**config.mk**
```make
export PLATFORM = sky130hd
export DESIGN_NAME = braille_round_ctrl
export DESIGN_NICKNAME = d
export VERILOG_FILES = /design/src/rtl/braille_pkg.sv /design/src/rtl/braille_entry_timer.sv /design/src/rtl/braille_round_ctrl.sv
export SDC_FILE = /design/constraint.sdc
export NUM_CORES = 1
export LEC_CHECK = 0
export CORE_UTILIZATION = 52
export CTS_BUF_LIST = sky130_fd_sc_hd__clkbuf_8
export CTS_CLUSTER_DIAMETER = 50
export DETAILED_ROUTE_END_ITERATION = 8
export PLACE_DENSITY = 0.79
export RECOVER_POWER = 25
export SETUP_SLACK_MARGIN = 0.02
export SYNTH_ARGS = -nofsm -noshare
export SYNTH_HDL_FRONTEND = slang
export SYNTH_HIERARCHICAL = 1
export SYNTH_SLANG_ARGS = --single-unit
```
**constraint.sdc**
```tcl
create_clock -name clk -period 2.58 [get_ports clk]
set_input_delay 0.516 -clock clk [delete_from_list [all_inputs] [get_ports clk]]
set_output_delay 0.516 -clock clk [all_outputs]
set_load 0.05 [all_outputs]
```
**src/rtl/braille_pkg.sv**
```systemverilog
// rtl/braille_pkg.sv - Shared constants, state encoding and sizing helper for the Braille round controller
package braille_pkg;

    localparam int LETTER_W = 4;

    localparam int DEF_ROUNDS      = 10;
    localparam int DEF_MAX_TRIES   = 3;
    localparam int DEF_TIMEOUT_CYC = 500000;
    localparam int DEF_CHECK_WIN   = 3;

    typedef enum logic [2:0] {
        IDLE,
        FETCH,
        WAIT_IN,
        CHECK,
        MISS,
        NEXT,
        DONE
    } state_t;

    // One down-counter serves both the entry timeout and the check window,
    // so it must hold the larger of the two load values.
    function automatic int timer_width(input int timeout_cyc, input int check_win);
        int biggest;
        biggest = (timeout_cyc > check_win) ? timeout_cyc : check_win;
        return (biggest < 2) ? 1 : $clog2(biggest + 1);
    endfunction

endpackage

```
**src/rtl/braille_entry_timer.sv**
```systemverilog
// rtl/braille_entry_timer.sv - Loadable down-counter with an expiry flag
//   clk, rst  : clock, synchronous active-low reset
//   load      : load load_val this cycle (wins over counting)
//   load_val  : value to count down from
//   en        : decrement while non-zero
//   expired   : count has reached zero
module braille_entry_timer #(
    parameter int W = 8
) (
    input  logic         clk,
    input  logic         rst,
    input  logic         load,
    input  logic [W-1:0] load_val,
    input  logic         en,
    output logic         expired
);

    logic [W-1:0] count;

    always_ff @(posedge clk) begin
        if (!rst) begin
            count <= '0;
        end else if (load) begin
            count <= load_val;
        end else if (en && (count != '0)) begin
            count <= count - 1'b1;
        end
    end

    assign expired = (count == '0);

endmodule

```
**src/rtl/braille_round_ctrl.sv**
```systemverilog
// rtl/braille_round_ctrl.sv - Round sequencer for the Braille trainer game
//   clk, rst                      : clock, synchronous active-low reset
//   start                         : level, begins a game from IDLE or DONE
//   rng_req, rng_ack, rng_letter  : random-letter fetch handshake
//   player_valid                  : player entry pulse
//   target, cmp_valid, match_pulse: comparator interface
//   seg_en, score, round_no       : display enable and game status
//   tries_left                    : wrong entries still allowed this round
//   hit, miss, game_over          : round and game events
//   hint                          : low-tries hint when BRAILLE_HINT_EN is defined, else 0
module braille_round_ctrl
    import braille_pkg::*;
#(
    parameter int ROUNDS      = DEF_ROUNDS,
    parameter int MAX_TRIES   = DEF_MAX_TRIES,
    parameter int TIMEOUT_CYC = DEF_TIMEOUT_CYC,
    parameter int CHECK_WIN   = DEF_CHECK_WIN
) (
    input  logic                clk,
    input  logic                rst,
    input  logic                start,
    output logic                rng_req,
    input  logic                rng_ack,
    input  logic [LETTER_W-1:0] rng_letter,
    input  logic                player_valid,
    output logic [LETTER_W-1:0] target,
    output logic                cmp_valid,
    input  logic                match_pulse,
    output logic                seg_en,
    output logic [7:0]          score,
    output logic [7:0]          round_no,
    output logic [2:0]          tries_left,
    output logic                hit,
    output logic                miss,
    output logic                game_over,
    output logic                hint
);

    localparam int TW = timer_width(TIMEOUT_CYC, CHECK_WIN);

    // Entry timer is loaded with TIMEOUT_CYC-1 so it reads zero in the
    // TIMEOUT_CYC-th WAIT_IN cycle; the window is loaded with CHECK_WIN so a
    // match is still accepted CHECK_WIN cycles after the cmp_valid cycle.
    localparam logic [TW-1:0] TO_LOAD  = TW'(TIMEOUT_CYC - 1);
    localparam logic [TW-1:0] WIN_LOAD = TW'(CHECK_WIN);
    localparam logic [7:0]    ROUNDS_V = 8'(ROUNDS);
    localparam logic [2:0]    TRIES_V  = 3'(MAX_TRIES);

    state_t          state;
    state_t          state_n;
    logic            tmr_load;
    logic [TW-1:0]   tmr_val;
    logic            tmr_en;
    logic            tmr_expired;

    braille_entry_timer #(
        .W (TW)
    ) u_timer (
        .clk      (clk),
        .rst      (rst),
        .load     (tmr_load),
        .load_val (tmr_val),
        .en       (tmr_en),
        .expired  (tmr_expired)
    );

    assign tmr_en = (state == WAIT_IN) || (state == CHECK);

    always_ff @(posedge clk) begin
        if (!rst) begin
            state <= IDLE;
        end else begin
            state <= state_n;
        end
    end

    always_comb begin
        state_n  = state;
        tmr_load = 1'b0;
        tmr_val  = TO_LOAD;
        case (state)
            IDLE, DONE: begin
                if (start) begin
                    state_n = FETCH;
                end
            end
            FETCH: begin
                if (rng_ack) begin
                    state_n  = WAIT_IN;
                    tmr_load = 1'b1;
                    tmr_val  = TO_LOAD;
                end
            end
            WAIT_IN: begin
                // An entry arriving in the timeout cycle still counts as an entry.
                if (player_valid) begin
                    state_n  = CHECK;
                    tmr_load = 1'b1;
                    tmr_val  = WIN_LOAD;
                end else if (tmr_expired) begin
                    state_n = MISS;
                end
            end
            CHECK: begin
                if (match_pulse) begin
                    state_n = NEXT;
                end else if (tmr_expired) begin
                    state_n = MISS;
                end
            end
            MISS: begin
                if (tries_left <= 3'd1) begin
                    state_n = NEXT;
                end else begin
                    state_n  = WAIT_IN;
                    tmr_load = 1'b1;
                    tmr_val  = TO_LOAD;
                end
            end
            NEXT: begin
                state_n = (round_no == ROUNDS_V) ? DONE : FETCH;
            end
            default: begin
                state_n = IDLE;
            end
        endcase
    end

    always_ff @(posedge clk) begin
        if (!rst) begin
            rng_req    <= 1'b0;
            cmp_valid  <= 1'b0;
            target     <= '0;
            score      <= '0;
            round_no   <= '0;
            tries_left <= '0;
        end else begin
            // Request only on the way into FETCH, so it lasts a single cycle
            // however long the generator takes to answer.
            rng_req   <= (state_n == FETCH) && (state != FETCH);
            cmp_valid <= (state == WAIT_IN) && player_valid;
            case (state)
                IDLE, DONE: begin
                    if (start) begin
                        score    <= '0;
                        round_no <= 8'd1;
                    end
                end
                FETCH: begin
                    if (rng_ack) begin
                        target     <= rng_letter;
                        tries_left <= TRIES_V;
                    end
                end
                CHECK: begin
                    if (match_pulse && (score != 8'hFF)) begin
                        score <= score + 8'd1;
                    end
                end
                MISS: begin
                    tries_left <= tries_left - 3'd1;
                end
                NEXT: begin
                    if (round_no != ROUNDS_V) begin
                        round_no <= round_no + 8'd1;
                    end
                end
                default: begin
                end
            endcase
        end
    end

    // hit is taken straight from the comparator pulse so the next letter
    // request lands two cycles later (NEXT, then FETCH). Both event pulses
    // are masked during reset so an abandoned game reports nothing.
    assign hit       = rst && (state == CHECK) && match_pulse;
    assign miss      = rst && (state == MISS);
    assign game_over = (state == DONE);
    assign seg_en    = (state != IDLE);

`ifdef BRAILLE_HINT_EN
    assign hint = ((state == WAIT_IN) || (state == CHECK)) && (tries_left == 3'd1);
`else
    assign hint = 1'b0;
`endif

endmodule

```
Word-level counts from Yosys, hierarchy flattened
Index checks and enable logic that the tools add are counted.
Storage, ports and cells
  register bits after elaboration: 47
  input bits: 10
  word-level logic and storage cells: 73
Cells by class
  add/subtract/negate cells: 4
  $lt $le $gt $ge: 1
  equal/unequal tests: 15
  muxes and demuxes: 24
  reductions and logical operators: 21
Operator list (number)
  2-to-1 mux 19 bit: 4
  2-to-1 mux 8 bit: 4
  case mux 8 bit (2 select lines): 2
  2-to-1 mux 3 bit: 8
  zero test 19 bit: 1
  nonzero test 19 bit: 1
  subtractor 19 x 1 -> 19 bit (second input constant): 1
  case mux 3 bit (6 select lines): 1
  adder 8 x 1 -> 8 bit (second input constant): 2
  == test 3 bit (second input constant): 3
  == test 8 x 4 -> 1 bit (second input constant): 1
  inequality test 8 x 4 -> 1 bit (second input constant): 1
  inequality test 8 bit (second input constant): 1
  nonzero test 2 bit: 4
  logical AND 1 bit: 7
  == test 3 x 1 -> 1 bit (second input constant): 2
  == test 3 x 2 -> 1 bit (second input constant): 2
  inequality test 2 bit (second input constant): 3
  case mux 3 bit (2 select lines): 1
  AND reduction 3 bit: 2
  AND reduction 2 bit: 2
  <= comparator 3 x 1 -> 1 bit (second input constant): 1
  zero test 3 bit: 1
  2-to-1 mux 1 bit: 3
  other kinds (7): 7

Depth between registers and ports, before layout
Gate-level depths: netlist (run 1).
  depth after elaboration: 6
  mapped depth: 11
  depth with buffers taken out: 9

Modules after synthesis
The synthesis (run 1) kept the hierarchy.
Modules (own cells, without submodules)
  braille_round_ctrl: times used 1, cells an instance 190, area an instance 1630.3 µm²
  braille_entry_timer: times used 1, cells an instance 169, area an instance 1331.3 µm²

Worst setup path after synthesis (run 1)
Ideal clock, no wire load.
  path kind: register to register
  start point: register tries_left[0]
  end point: register u_timer.count[17]
  arrival: 2.721 ns
  data required time: 2.522 ns
  setup slack: -0.198 ns
  stages on the path, launching flop included: 10
  cell sequence: dfxtp_1 ha_1 o21ba_2 o21ai_0 nand2b_1 clkbuf_1 or3b_2 or4_4 a2111oi_4 a211o_1
On the way
  word-level cells in the longest chain between the ends: 4
  elaborated cells between the ends (all ways): 5
  those cells by class: order compare: 1; mux: 3; reduce/logical: 1
Ends and longest elaborated chain
  from (decl): line braille_round_ctrl.sv:32  | output logic [2:0] tries_left,
  from (signal assigned): line braille_round_ctrl.sv:161  | tries_left <= tries_left - 3'd1;
  <= comparator 3 x 1 -> 1 bit (*): line braille_round_ctrl.sv:112  | if (tries_left <= 3'd1) begin
  2-to-1 mux 1 bit (*): line braille_round_ctrl.sv:112
  case mux 1 bit (3 select lines) (*): line braille_round_ctrl.sv:81  | case (state)
  net tmr_load: line braille_round_ctrl.sv:51  | logic tmr_load;
  2-to-1 mux 19 bit / nonzero test 2 bit (equally long branches)
  to (signal assigned): line braille_entry_timer.sv:24  | count <= load_val;
  to (signal assigned): line braille_entry_timer.sv:26  | count <= count - 1'b1;
  to (decl): line braille_entry_timer.sv:18  | logic [W-1:0] count;
Mark *: on every way through the listed nets, which the timed path passes. The rest lies on a longest branch.
A chain may end at the register's enable or synchronous reset.

Final worst setup path (run 1)
  start point: input rng_ack
  end point: register u_timer.count[17]
On the way
  word-level cells in the longest chain between the ends: 3
  elaborated cells between the ends (all ways): 4
  those cells by class: mux: 3; reduce/logical: 1
Ends and longest elaborated chain
  from (decl): line braille_round_ctrl.sv:23  | input logic rng_ack,
  2-to-1 mux 1 bit (*): line braille_round_ctrl.sv:88  | if (rng_ack) begin
  case mux 1 bit (3 select lines) (*): line braille_round_ctrl.sv:81
  net tmr_load: line braille_round_ctrl.sv:51
  2-to-1 mux 19 bit / nonzero test 2 bit (equally long branches)
Marks and branches as above.

==> results of run 1 <==
[power by group through the flow]
stage	clock (mW)	sequential, mW	combinational (mW)
5_1_grt	0.533	1.07	1.71
6_report	0.490	1.05	1.56
2_1_floorplan	0	1.09	1.09
4_1_cts	0.493	1.05	1.55
3_5_place_dp	0	1.06	1.54
3_3_place_gp	0	1.06	1.49
[path summary, 6_finish.rpt]
kind / start / end / slack (ns) / cells after the start
worst min register to register: tries_left[0]$_SDFFE_PN0P_ / tries_left[0]$_SDFFE_PN0P_ / 0.48 / 1
worst max-delay path: rng_ack / u_timer/count[17]$_SDFFE_PN0P_ / 0.12 / 8
worst min-delay path: tries_left[0]$_SDFFE_PN0P_ / tries_left[0]$_SDFFE_PN0P_ / 0.48 / 1
worst max register to register: tries_left[1]$_SDFFE_PN0P_ / u_timer/count[17]$_SDFFE_PN0P_ / 0.25 / 9
[cell families after synthesis]
family / after synthesis / share of synthesized area
simple gates: 160 / 0.334
buf+inv: 43 / 0.0634
fa+ha+maj: 6 / 0.0253
other cells: 2 / 0.00254
xor+xnor: 3 / 0.00887
mux: 9 / 0.0304
compound gates: 89 / 0.218
flops: 47 / 0.318
[cell usage in the layout, fill, tap and decap left out, types with 4 or more instances in the layout]
cell type / count
ha_1: 6
inv_1: 19
nand3_1: 16
o21ai_0: 21
nor3_1: 15
and2_1: 4
nor4_1: 7
dlygate4sd3_1: 7
a31oi_1: 5
nor2_1: 24
o31ai_1: 5
nand4_1: 13
dfxtp_1: 44
buf_4: 20
a211oi_1: 9
o211ai_1: 6
a21oi_1: 13
or3_1: 5
nand2b_1: 7
mux2i_1: 9
nand2_1: 19
or4_1: 5
clkdlybuf4s50_1: 29
nand3b_1: 6
clkbuf_8: 6
conb_1: 11
nor2b_1: 5
[final cells by class]
| cell class | instances | area share |
|---|---|---|
| flip-flops and latches | 47 | 0.260 |
| clock inverters | 2 | 0.00447 |
| inverters | 19 | 0.0196 |
| multi-input cells | 278 | 0.514 |
| clock buffers | 6 | 0.0227 |
| well taps | 72 | 0.0247 |
| repair buffers | 61 | 0.154 |
[flip-flops by register name, indices dropped and copies added (netlist names)]
name and flops:
u_timer/count 19, round_no 8, score 8, target 4
state 3, tries_left 3, cmp_valid 1, rng_req 1
[critical path, delay by kind of cell]
family	cells	cell delay, ns
AND/OR/NAND/NOR	5	1.40
AO/OA/AOI/OAI	2	0.35
buffers and inverters	1	0.46
[metal layers]
layer / vias to the layer above / part of all wire / wire length (um) / GRT usage
met3: 15 / 0.040 / 299 / 0.0365
li1: 1454 / - / - / -
met5: - / 0 / 0 / 0
met2: 77 / 0.49 / 3690 / 0.447
met1: 1396 / 0.45 / 3330 / 0.317
met4: 0 / 0.019 / 141 / 0.115
[metrics by stage]
stage	cells	TNS [ns]	hold WS [ns]	setup slack (ns)	utilization
after detailed placement	477	-0.764	0.464	-0.242	0.644
after global routing	485	0	0.488	0.0438	0.661
final	485	0	0.484	0.118	0.661
after CTS	485	0	0.479	0.0641	0.662
after global placement	477	-0.460	0.459	-0.179	0.644
after floorplan	368	0	0.480	0.0201	-
==> impl_metrics.py, run 1 <==
metrics = {
    "status": {
        "status": "finished clean",
    },
    "pwr": {
        "p_comb_frac": 0.504,
        "power.share.clock": 0.158,
        "p_leak_nw": 1.32,
        "sw_frac_of_total": 0.466,
        "seqPwrFrac": 0.339,
        "vdd_drop_max_mv": 0.530,
        "power_switching_mw": 1.45,
        "power.density_nw_per_um2": 853,
        "power_mw": 3.10,
        "internal_power_mw": 1.66,
    },
    "logic_synthesis": {
        "ys_types": 69,
        "yosys.area.top_type_share": 0.318,
        "synth-edff-count": 0,
        "synthCells": 359,
        "avgSynthCellArea_um2": 8.25,
        "syn_area_um2": 2960,
        "synth_flop_cell": "dfxtp_1",
        "synth.yosys.seq_area_share": 0.318,
        "ys_warn_count": 6,
        "synth-seq-cells": 47,
        "synth.most_common_cell": "dfxtp_1",
        "synth_area_leader_cell": "dfxtp_1",
        "async_flop_share": 0,
        "synth_common_cells": "47 x dfxtp_1, 24 x nor2_1, 20 x o21ai_0",
        "synthTopCellsByArea": "dfxtp_1 32%, o21ai_0 3.4%, mux2i_1 3.0%, nor2_1 3.0%, nand4_1 2.7%",
    },
    "setup_path": {
        "worstPathArrival_ns": 2.73,
        "crit_chain": "clkdlybuf4s50_1 > nor4bb_1 > nand2b_1 > nand2b_1 > or3b_2 > or4_4 > a2111oi_4 > a211o_1",
        "path_class": "in -> reg",
        "endpoint_kind": "flop",
        "crit_path_max_fanout": 2,
        "cpMostUsedCell": "nand2b_1",
        "max_stage_delay_ns": 0.46,
        "cpMaxStageDelayCell": "clkdlybuf4s50_1",
        "worstPathRequired_ns": 2.85,
        "cp-start-kind": "input pin",
    },
    "clocking": {
        "cts.clk_slew.worst_paths_ns": 0.10,
        "cts_tree": "yes",
        "post-cts-setup-buffers": 0,
        "h-tree-depth": 2,
        "postCtsHoldBufs": 0,
        "post_cts_resized": 0,
        "clk_path_buf_depth": 2,
        "cts.sinks": 47,
        "clock_latency_ns": 0.31,
        "cts_buffers": 5,
        "cts_root_buf": "clkbuf_8",
    },
    "layout": {
        "fill_cells": 470,
        "multi_input_area_um2": 1870,
        "fin_nets": 428,
        "drive_gt1_frac": 0.119,
        "diodes": 0,
        "regArea_um2": 947,
        "fin_area_um2": 3640,
        "syn_to_final_growth_pct": 22.9,
    },
    "floorplanning": {
        "fp-row-count": 27,
        "fp.coreArea_um2": 5510,
        "chipWidth_um": 77.5,
        "die_y_um": 77.5,
        "start_util": 0.538,
        "dieArea_um2": 6000,
        "io_pins": 40,
    },
    "place": {
        "port-buffer-count": 38,
        "gp_congestion": 0.877,
        "hpwl_um": 5280,
        "placed_area_um2": 3550,
    },
    "global_routing": {
        "grt_overflow": 0,
        "grt_pass1_vias": 2796,
        "antenna_found_initial": 0,
        "grt_pass1_wl_um": 12600,
        "gr-usage-all-layers": 0.259,
        "grt_start_max_net_pins": 30,
    },
    "sta": {
        "fin_skew_ns": 0.00884,
        "slew_viol_final": 0,
        "fin_crit_sh": 0.954,
        "hold_viol": 0,
        "rsz0062_at_grt": "no",
        "worst_pin_slew_ns": 0.631,
        "period_needed_ns": 2.46,
        "slew_headroom": 0.577,
        "fmax_mhz": 406,
        "setup_violations": 0,
    },
    "routing": {
        "ant_nets": 0,
        "wl_per_cell_um": 15.4,
        "wirelength_um": 7460,
        "drc": 0,
        "avgViaCountPerCell": 6.07,
        "first_pass_iters": 4,
        "drt_iter0_drc": 173,
        "vias": 2942,
    },
    "worst_hold_path": {
        "hp-class": "reg -> reg",
    },
    "job": {
        "maxCapViolations": 0,
    },
}
Note: power is estimated with default switching activity, not from simulation.
==> run 2: changes to the inputs <==
ABC_AREA = 1   (was unset)
CORE_MARGIN = 5   (was unset)
PLACE_DENSITY = 0.8   (was 0.79)
==> run 2 against run 1 <==
Effect of this change: sequential power fell by 17%; synthesized cell count rose by 38%; wire length fell by 2.7%; hold slack improved by 0.013 ns; die area rose by 25%; critical path type is now reg -> out; critical endpoint is now game_over.
==> impl_metrics.py, run 2 <==
metrics = {
    "sta": {
        "holdWs_ns": 0.497,
        "period_needed_ns": 2.40,
        "setup_violations": 0,
        "fin_skew_ns": 0.0138,
        "hold_viol": 0,
        "setup_slack_ns": 0.178,
        "rsz0062_at_grt": "no",
        "slew_headroom": 0.588,
        "fmax_mhz": 416,
        "fin_crit_sh": 0.931,
        "worst_pin_slew_ns": 0.618,
        "finalSetupTns_ns": 0,
        "slew_viol_final": 0,
    },
    "layout": {
        "fin_util": 0.649,
        "diodes": 0,
        "syn_to_final_growth_pct": 19.7,
        "reg_top3": "u_timer/count: 19 flops, round_no: 8 flops, score: 8 flops",
        "fin_nets": 563,
        "final_cell_mix": "159 x nand2_1, 77 x nor2_1, 51 x inv_1, 47 x dfxtp_1, 45 x nand3_1",
        "largest_reg_flops": 19,
        "drive_gt1_frac": 0.0693,
        "final_cell_count_no_fill": 620,
        "top_register": "u_timer/count",
        "fill_cells": 533,
        "final_common_cell": "nand2_1",
        "fin_area_um2": 3640,
    },
    "clocking": {
        "post-cts-setup-buffers": 0,
        "cts.clk_slew.worst_paths_ns": 0.10,
        "clock_latency_ns": 0.31,
        "cts_buffers": 5,
        "cts.sinks": 47,
        "cts_tree": "yes",
        "h-tree-depth": 2,
        "clk_path_buf_depth": 2,
        "postCtsHoldBufs": 0,
        "cts_root_buf": "clkbuf_8",
        "post_cts_resized": 0,
    },
    "setup_path": {
        "crit_path_max_fanout": 6,
        "cpMostUsedCell": "inv_1",
        "worstPathArrival_ns": 1.89,
        "max_stage_delay_ns": 0.80,
        "path_class": "reg -> out",
        "worstReg2RegEnd": "state[0]$_SDFF_PN0_",
        "crit_chain": "inv_1 > nand3_1 > inv_1 > clkdlybuf4s50_1",
        "endpoint_kind": "output pin",
        "rr_worst_depth": 12,
        "cp-start-kind": "flop",
        "r2r_start": "u_timer/count[0]$_SDFFE_PN0P_",
        "r2r_slack_ns": 0.37,
        "cpMaxStageDelayCell": "clkdlybuf4s50_1",
        "worstPathRequired_ns": 2.06,
    },
    "floorplanning": {
        "fp-row-count": 27,
        "dieArea_um2": 7480,
        "fp.coreArea_um2": 5610,
        "start_util": 0.542,
        "io_pins": 40,
        "chipWidth_um": 86.5,
        "die_y_um": 86.5,
    },
    "pwr": {
        "power.density_nw_per_um2": 656,
        "p_leak_nw": 1.64,
        "power_mw": 2.39,
        "vdd_drop_max_mv": 0.407,
    },
    "status": {
        "status": "finished clean",
    },
    "place": {
        "dpl.cell_count": 612,
        "placed_area_um2": 3570,
        "port-buffer-count": 38,
        "hpwl_um": 5450,
        "place_ws_ns": 0.297,
        "gp_congestion": 0.861,
    },
    "global_routing": {
        "gr-usage-all-layers": 0.207,
        "grt_pass1_wl_um": 12900,
        "grt_start_max_net_pins": 24,
        "grt_pass1_vias": 2937,
        "grt_overflow": 0,
        "antenna_found_initial": 0,
    },
    "worst_hold_path": {
        "hp-class": "reg -> reg",
        "hold_start": "target[0]$_SDFFE_PN0P_",
        "whs_path_depth": 2,
        "hold_path_end": "target[0]$_SDFFE_PN0P_",
    },
    "job": {
        "maxCapViolations": 0,
    },
    "logic_synthesis": {
        "syn_area_um2": 3040,
        "async_flop_share": 0,
        "synth-seq-cells": 47,
        "avgSynthCellArea_um2": 6.13,
        "synth_flop_cell": "dfxtp_1",
        "synth.yosys.seq_area_share": 0.309,
        "synthTopCellsByArea": "dfxtp_1 31%, nand2_1 20%, nor2_1 9.4%, nand3_1 7.2%, inv_1 6.2%",
        "synth-edff-count": 0,
        "yosys.area.top_type_share": 0.309,
        "ys_types": 38,
        "synthCells": 496,
        "synth_area_leader_cell": "dfxtp_1",
        "ys_warn_count": 6,
        "synth.most_common_cell": "nand2_1",
        "synth_common_cells": "159 x nand2_1, 76 x nor2_1, 50 x inv_1",
    },
    "routing": {
        "first_pass_iters": 4,
        "drc": 0,
        "wl_per_cell_um": 11.7,
        "drt_iter0_drc": 154,
        "wirelength_um": 7260,
        "avgViaCountPerCell": 5.05,
        "ant_nets": 0,
        "vias": 3130,
    },
}
-- run 2: kinds of logic after synthesis --
family / Yosys count / synth area share
other: 2 / 0.00247
flip-flops: 47 / 0.309
adder cells (fa/ha/maj): 6 / 0.0247
buffers and inverters: 65 / 0.0864
XOR/XNOR: 7 / 0.0202
multiplexers: 1 / 0.00329
AND/OR/NAND/NOR: 315 / 0.453
AO/OA/AOI/OAI: 53 / 0.101
-- run 2: final cells by class --
type / instances / area (um2) / area share
clock buffers: 5 / 68.8 / 0.0189
clock inverters: 3 / 20.0 / 0.00550
inverters: 55 / 211 / 0.0581
multi-input cells: 393 / 1860 / 0.511
flip-flops and latches: 47 / 941 / 0.259
well taps: 72 / 90.1 / 0.0248
repair buffers: 45 / 449 / 0.123
-- run 2: worst max-delay path by stage --
stage                                    start                              to  slack, ns  cells past startpoint
finish                     state[0]$_SDFF_PN0_                       game_over       0.18                      4
global route               state[0]$_SDFF_PN0_                       game_over       0.08                      4
CTS                        state[0]$_SDFF_PN0_                       game_over       0.17                      4
detailed placement                     rng_ack  u_timer/count[11]$_SDFFE_PN0P_       0.30                      8
global placement                       rng_ack  u_timer/count[15]$_SDFFE_PN0P_       0.37                      8
floorplan           tries_left[1]$_SDFFE_PN0P_  u_timer/count[17]$_SDFFE_PN0P_       0.27                     12
-- run 2: metal layers --
metal	GRT usage	wire, um	vias up
li1	-	-	1658
met1	0.265	3320	1404
met2	0.364	3550	63
met3	0.0390	325	5
met4	0.0397	66	0
met5	0	0	-
-- run 2: power breakdown --
part           switching [mW]  leakage [nW]  internal [mW]  total (mW)
clock network           0.264        0.0460          0.191       0.455
registers              0.0774         0.383          0.789       0.867
logic                   0.689          1.22          0.376        1.06
total                    1.03          1.64           1.36        2.39
-- run 2: critical path, delay by kind of cell, from the launching register on --
family        cells  cell delay (ns)
buf+inv           3             1.02
flops             1             0.37
simple gates      1             0.19
==> run 3: changes to the inputs <==
CAP_MARGIN = 0   (was unset)
CORE_UTILIZATION = 50   (was 52)
CTS_BUF_LIST = unset   (was sky130_fd_sc_hd__clkbuf_8)
PLACE_DENSITY = 0.77   (was 0.8)
==> run 3 against run 2 <==
Effect of this change: design area increased by 1.1%; combinational power about the same; sequential power about the same; via count grew 1.8%; register-to-register slack lost 0.06 ns; total power is 5.5% higher; utilization shrank 2.8 points; largest cell class unchanged; largest power group unchanged.
==> impl_metrics.py, run 3 (synthesis gave the netlist of run 2 again) <==
metrics = {
    "layout": {
        "diodes": 0,
        "fin_nets": 564,
        "final_cell_count_no_fill": 624,
        "final_common_cell": "nand2_1",
        "reg_top3": "u_timer/count: 19 flops, round_no: 8 flops, score: 8 flops",
        "top_register": "u_timer/count",
        "largest_reg_flops": 19,
        "final_cell_mix": "159 x nand2_1, 77 x nor2_1, 50 x inv_1, 47 x dfxtp_1, 45 x nand3_1",
        "drive_gt1_frac": 0.0710,
        "syn_to_final_growth_pct": 21.0,
    },
    "setup_path": {
        "max_stage_delay_ns": 0.80,
        "crit_chain": "inv_1 > nand3_1 > inv_1 > clkdlybuf4s50_1",
        "endpoint_kind": "output pin",
        "worstPathRequired_ns": 2.06,
        "cpMostUsedCell": "inv_1",
        "worstPathArrival_ns": 1.87,
        "path_class": "reg -> out",
        "cpMaxStageDelayCell": "clkdlybuf4s50_1",
        "cp-start-kind": "flop",
        "crit_path_max_fanout": 6,
    },
    "pwr": {
        "p_comb_frac": 0.423,
        "power.density_nw_per_um2": 685,
        "seqPwrFrac": 0.344,
        "power_switching_mw": 1.03,
        "power_mw": 2.52,
        "power.share.clock": 0.233,
        "p_leak_nw": 1.66,
        "vdd_drop_max_mv": 0.501,
        "sw_frac_of_total": 0.411,
        "internal_power_mw": 1.48,
    },
    "routing": {
        "drt_iter0_drc": 115,
        "first_pass_iters": 4,
        "drc": 0,
        "vias": 3187,
        "ant_nets": 0,
        "wl_per_cell_um": 11.8,
        "avgViaCountPerCell": 5.11,
        "wirelength_um": 7380,
    },
    "clocking": {
        "clock_latency_ns": 0.31,
        "post-cts-setup-buffers": 0,
        "cts.clk_slew.worst_paths_ns": 0.10,
        "clk_path_buf_depth": 2,
        "cts_buffers": 5,
        "cts_root_buf": "clkbuf_8",
        "post_cts_resized": 0,
        "cts_tree": "yes",
        "cts.sinks": 47,
        "postCtsHoldBufs": 0,
        "h-tree-depth": 2,
    },
    "global_routing": {
        "grt_pass1_vias": 3064,
        "grt_overflow": 0,
        "grt_pass1_wl_um": 13200,
        "antenna_found_initial": 0,
        "gr-usage-all-layers": 0.209,
        "grt_start_max_net_pins": 24,
    },
    "sta": {
        "setup_violations": 0,
        "hold_viol": 0,
        "rsz0062_at_grt": "no",
        "fin_skew_ns": 0.0157,
        "fmax_mhz": 419,
        "finalSetupTns_ns": 0,
        "holdWs_ns": 0.493,
        "slew_viol_final": 0,
        "fin_crit_sh": 0.926,
        "slew_headroom": 0.590,
        "worst_pin_slew_ns": 0.615,
        "period_needed_ns": 2.39,
    },
    "place": {
        "gp_congestion": 0.901,
        "dpl.cell_count": 616,
        "port-buffer-count": 38,
        "hpwl_um": 5460,
    },
    "status": {
        "status": "finished clean",
    },
    "floorplanning": {
        "dieArea_um2": 7740,
        "start_util": 0.514,
        "fp-row-count": 28,
        "fp.coreArea_um2": 5920,
        "io_pins": 40,
        "chipWidth_um": 88.0,
        "die_y_um": 88.0,
    },
    "job": {
        "maxCapViolations": 0,
    },
    "worst_hold_path": {
        "hp-class": "reg -> reg",
    },
}
run 3: changes by cell type in the layout (fill, tap and decap cells not counted), sizes merged:
| cell | delta |
|---|---|
| bufinv | +1 |
| clkbuf | +2 |
| clkinvlp | -1 |
| inv | -1 |
run 3: power by group through the flow:
stage | Sequential (mW) | Clock, mW | Combinational [mW]
after CTS | 0.866 | 0.598 | 1.07
after detailed placement | 0.881 | 0 | 1.07
after floorplan | 0.921 | 0 | 0.795
after global placement | 0.882 | 0 | 1.05
final | 0.867 | 0.587 | 1.07
after global routing | 0.879 | 0.633 | 1.21
run 3: critical path, delay by kind of cell (launching register included):
family                 cells  cell delay [ns]
DFF                        1             0.37
and+or+nand+nor            1             0.17
buffers and inverters      3             1.01
run 3: final cells by class:
cell class	instances	area [um2]
inverters	55	211
clock inverters	2	38.8
repair buffers	46	453
well taps	75	93.8
flip-flops and latches	47	941
clock buffers	6	82.6
multi-input cells	393	1860
fillers	561	2240
run 3: per-stage QoR:
step	setup WS, ns	area (um2)	utilization
CTS	0.197	3700	0.625
global placement	0.325	3580	0.604
floorplan	0.267	3070	-
detailed placement	0.259	3580	0.604
finish	0.191	3680	0.621
global route	0.104	3680	0.621
run 3: routing by layer:
layer | vias to the layer above | global-route usage | wire length (um)
li1 | 1660 | - | -
met1 | 1447 | 0.252 | 3370
met5 | - | 0 | 0
met2 | 71 | 0.375 | 3630
met4 | 0 | 0.0725 | 83
met3 | 9 | 0.0320 | 295
run 3: final timing paths:
check                          from                              to  slack, ns  cells past startpoint
max             state[0]$_SDFF_PN0_                       game_over       0.19                      4
min          target[0]$_SDFFE_PN0P_          target[0]$_SDFFE_PN0P_       0.49                      2
max reg2reg     state[1]$_SDFF_PN0_  u_timer/count[15]$_SDFFE_PN0P_       0.31                      9
min reg2reg  target[0]$_SDFFE_PN0P_          target[0]$_SDFFE_PN0P_       0.49                      2
